$ cat src/rtl/fetch_sequencer.sv
`default_nettype none
// ============================================================================
// Module   : fetch_sequencer
// Brief    : Instruction fetch stage with PC, IR, redirect/squash and
//            start/halt/done run control.
// Revision : 1.0 - initial release
// ============================================================================
module fetch_sequencer #(
    parameter int              PCW        = 10,
    parameter int              IW         = 9,
    parameter logic [PCW-1:0]  START_ADDR = '0,
    parameter logic [IW-1:0]   HALT       = 9'b110_000000
) (
    input  logic           Clk,
    input  logic           Reset,
    input  logic           Start,
    input  logic [IW-1:0]  Instr_i,
    input  logic           Branch,
    input  logic           Jump,
    input  logic           Zero,
    input  logic [PCW-1:0] Target,
    output logic [PCW-1:0] PC,
    output logic [IW-1:0]  Instr,
    output logic [2:0]     Opcode,
    output logic [1:0]     Func,
    output logic           Valid,
    output logic           Done
);

    typedef enum logic [1:0] {
        S_IDLE = 2'd0,
        S_RUN  = 2'd1,
        S_DONE = 2'd2
    } state_t;

    state_t          r_state;
    state_t          w_state_nxt;
    logic [PCW-1:0]  r_pc;
    logic [PCW-1:0]  w_pc_nxt;
    logic [IW-1:0]   r_ir;
    logic [IW-1:0]   w_ir_nxt;
    logic            r_valid;
    logic            w_valid_nxt;
    logic            r_done;
    logic            w_done_nxt;
    logic            w_halt;
    logic            w_redirect;

    // Decoder feedback only counts for a real instruction; the squashed slot is inert.
    assign w_halt     = r_valid && (r_ir == HALT);
    assign w_redirect = r_valid && (Jump || (Branch && Zero));

    always_ff @(posedge Clk) begin
        if (Reset) begin
            r_state <= S_IDLE;
            r_pc    <= START_ADDR;
            r_ir    <= '0;
            r_valid <= 1'b0;
            r_done  <= 1'b0;
        end else begin
            r_state <= w_state_nxt;
            r_pc    <= w_pc_nxt;
            r_ir    <= w_ir_nxt;
            r_valid <= w_valid_nxt;
            r_done  <= w_done_nxt;
        end
    end

    always_comb begin
        w_state_nxt = r_state;
        w_pc_nxt    = r_pc;
        w_ir_nxt    = r_ir;
        w_valid_nxt = r_valid;
        w_done_nxt  = r_done;
        case (r_state)
            S_IDLE, S_DONE: begin
                if (Start) begin
                    w_state_nxt = S_RUN;
                    w_pc_nxt    = START_ADDR;
                    w_valid_nxt = 1'b0;
                    w_done_nxt  = 1'b0;
                end
            end
            S_RUN: begin
                w_ir_nxt = Instr_i;
                // HALT decodes as a jump opcode, so it must win over the redirect.
                if (w_halt) begin
                    w_state_nxt = S_DONE;
                    w_valid_nxt = 1'b0;
                    w_done_nxt  = 1'b1;
                end else if (w_redirect) begin
                    w_pc_nxt    = Target;
                    w_valid_nxt = 1'b0;
                end else begin
                    w_pc_nxt    = r_pc + 1'b1;
                    w_valid_nxt = 1'b1;
                end
            end
            default: begin
                w_state_nxt = S_IDLE;
            end
        endcase
    end

    assign PC     = r_pc;
    assign Instr  = r_ir;
    assign Opcode = r_ir[IW-1 -: 3];
    assign Func   = r_ir[1:0];
    assign Valid  = r_valid;
    assign Done   = r_done;

endmodule
`default_nettype wire
$ cat config.mk
export PLATFORM = sky130hd
export DESIGN_NAME = fetch_sequencer
export DESIGN_NICKNAME = d
export VERILOG_FILES = /design/src/rtl/fetch_sequencer.sv
export SDC_FILE = /design/constraint.sdc
export NUM_CORES = 1
export LEC_CHECK = 0
export ABC_AREA = 1
export CELL_PAD_IN_SITES_DETAIL_PLACEMENT = 1
export CELL_PAD_IN_SITES_GLOBAL_PLACEMENT = 1
export CORE_ASPECT_RATIO = 0.9
export CORE_MARGIN = 2
export CORE_UTILIZATION = 28
export DETAILED_ROUTE_END_ITERATION = 8
export GPL_ROUTABILITY_DRIVEN = 0
export PLACE_DENSITY_LB_ADDON = 0.1
export SETUP_SLACK_MARGIN = 0.15
export SYNTH_ARGS = -nofsm -noshare
export SYNTH_HDL_FRONTEND = slang
export SYNTH_SLANG_ARGS = --single-unit
$ cat constraint.sdc
create_clock -name Clk -period 1.5 [get_ports Clk]
set_clock_uncertainty 0.05 [all_clocks]
set_input_delay 0.3 -clock Clk [delete_from_list [all_inputs] [get_ports Clk]]
set_output_delay 0.3 -clock Clk [all_outputs]
set_load 0.1 [all_outputs]
==> impl_metrics.tcl <==
set metrics [dict create \
    cts-root-buf "clkbuf_8" \
    synthCells 190 \
    clock_path_buffers 2 \
    hold_viol_final 0 \
    ys_ff_latch 23 \
    yosysTopAreaCell "dfxtp_1" \
    drt_pre_antenna_iters 4 \
    fin_area_um2 2530 \
    synth_area_leaders "dfxtp_1 37%, nand2_1 11%, nor2_1 11%" \
    post-route-period-util 0.903 \
    placed_area_um2 2150 \
    fin_nets 283 \
    yosys_warnings 0 \
    cap_violations 0 \
    synthesis.area_um2 1230 \
    crit_type "register to register" \
    grt_pass1_wl_mm 7.18 \
    drive_gt1_frac 0.477 \
    maxSlewViolCount 0 \
    end_kind "register" \
    worstSetupStartpointType "register" \
    synth-edff-count 0 \
    max_freq_ghz 0.738 \
    dp_hpwl_mm 3.11 \
    cts_buffers 3 \
    grt_start_max_net_pins 18 \
    drt_iter0_markers 63 \
    netlist-cell-type-count 23 \
    hp-class "register to register" \
    p_leak_nw 0.992 \
    wl_per_cell_um 16.0 \
    io_buffers 50 \
    syn_avg_cell_area_um2 6.50 \
    num_rows 22 \
    fin_crit_ps 1360 \
    arrival_ps 1510 \
    path_clk_slew_ps 90 \
    critPathRequiredTime_ps 1660 \
    core_um2 4160 \
    grtUsageTotal 0.191 \
    hold_buffers 0 \
    clkSinkCount 23 \
    die_w_um 74.0 \
    clk-insertion-delay-late_ps 270 \
    syn_to_final_growth_pct 105 \
    diodes 0 \
    ant_nets 0 \
    worst_pin_slew_ps 433 \
    vias 1545 \
    finalPower_mw 2.07 \
    rsz0062_at_grt "true" \
    syn_nets 216 \
    r2r_start "PC[0]" \
    yosys_most_used_dff "dfxtp_1" \
    antenna_found_initial 0 \
    peakVddDrop_v 0.000492 \
    gr-total-overflow 0 \
    maxSlewHeadroom 0.711 \
    setup_viol 0 \
    tritoncts "done" \
    drc 0 \
    viasPerCell 4.89 \
    die_y_um 67.0 \
    cts_htree_levels 1 \
    hold_path_startpoint "Instr[5]" \
    grt_pass1_vias 1536 \
    ys_seq_area_frac 0.373 \
    yosysTopAreaCellShare 0.373 \
    die_area_um2 4960 \
    wirelength_mm 5.06 \
    status "finished, final reports clean" \
    critPathMaxFanout 4 \
    async_flop_share 0 \
    start_util 0.297 \
    startpoint "PC[0]" \
    io_pins 51 \
    power_density_nw_per_um2 818 \
]
-- sequential cells by signal (all words and copies together), names as in the netlist --
register / count
PC: 10
Done: 1
Instr: 9
r_state: 2
Valid: 1
-- critical path, stage by stage, from the launching register on --
cell     delay, ps
dfxtp_4        390
ha_4           150
nand2_4         70
nor2_4         140
inv_2           50
or2_0          210
nand3_1         70
nand2_1         60
a21oi_2        100
-- cells in the final DEF (no fill, tap or decap), drive strengths merged, types with 2 or more instances in the layout --
| cell type | instances |
|---|---|
| buf | 48 |
| nor2 | 40 |
| nand2 | 40 |
| dfxtp | 23 |
| clkdlybuf4s50 | 22 |
| nand3 | 21 |
| a21oi | 18 |
| inv | 17 |
| o21ai | 15 |
| clkbuf | 4 |
| nand3b | 2 |
| dlymetal6s2s | 2 |
| or2 | 2 |
-- final cells by class --
| cell class | instances | area [um2] |
|---|---|---|
| Inverter | 17 | 71.3 |
| Fill cell | 473 | 1630 |
| Sequential cell | 23 | 532 |
| Timing Repair Buffer | 72 | 963 |
| Multi-Input combinational cell | 140 | 841 |
| Tap cell | 60 | 75.1 |
| Clock buffer | 4 | 45.0 |
-- metal layers --
metal	GRT usage	vias to the layer above	part of all wire	routed length [um]
met3	0.0363	9	0.035	179
met2	0.344	40	0.53	2690
li1	-	740	-	-
met1	0.228	756	0.42	2110
met4	0.0568	0	0.017	86
met5	0	-	0	0
-- synthesized netlist by cell type, types with 2 or more instances --
library cell	instances
o21ai_1	3
inv_2	7
nand3_1	20
o21ai_0	12
clkbuf_1	3
nand2_1	37
nand3b_1	2
nor2_1	37
inv_1	10
buf_2	2
nor2_2	2
buf_4	5
a21oi_1	18
dfxtp_1	23
-- path summary, 6_finish.rpt --
path / endpoint / slack [ps] / cells past startpoint
worst max-delay path: PC[4] / 140 / 8
worst min register to register: Instr[5] / 440 / 2
worst min-delay path: Instr[5] / 440 / 2
worst max register to register: PC[4] / 140 / 8
-- repair_timing --
item,4_1_cts,5_1_grt
gates cloned,1,1
hold endpoints to repair,0,0
pin swaps,4,24
buffers inserted,9,7
endpoints found under the setup margin,11,12
gates resized for setup,10,37
-- report_power, final --
group | switching [mW] | internal (mW) | leakage [nW]
Combinational | 0.581 | 0.375 | 0.767
Sequential | 0.0619 | 0.643 | 0.202
Clock | 0.217 | 0.190 | 0.0228
-- stage by stage --
| stage | util | TNS (ps) | hold slack (ps) | std cells | worst slack [ps] |
|---|---|---|---|---|---|
| after floorplan | - | 0 | 309 | 190 | 24.6 |
| after global placement | 0.517 | -598 | 426 | 294 | -106 |
| after detailed placement | 0.517 | -1020 | 433 | 294 | -152 |
| after CTS | 0.561 | 0 | 449 | 308 | 150 |
| after global routing | 0.608 | 0 | 469 | 316 | 55.0 |
| final | 0.608 | 0 | 438 | 316 | 145 |
-- cells by family after synthesis --
kind of cell,Yosys count,share of synthesized area
fa+ha+maj,1,0.0101
flops,23,0.373
buf+inv,28,0.108
simple gates,105,0.375
compound gates,33,0.134
Power figures use the tool's default switching activity.
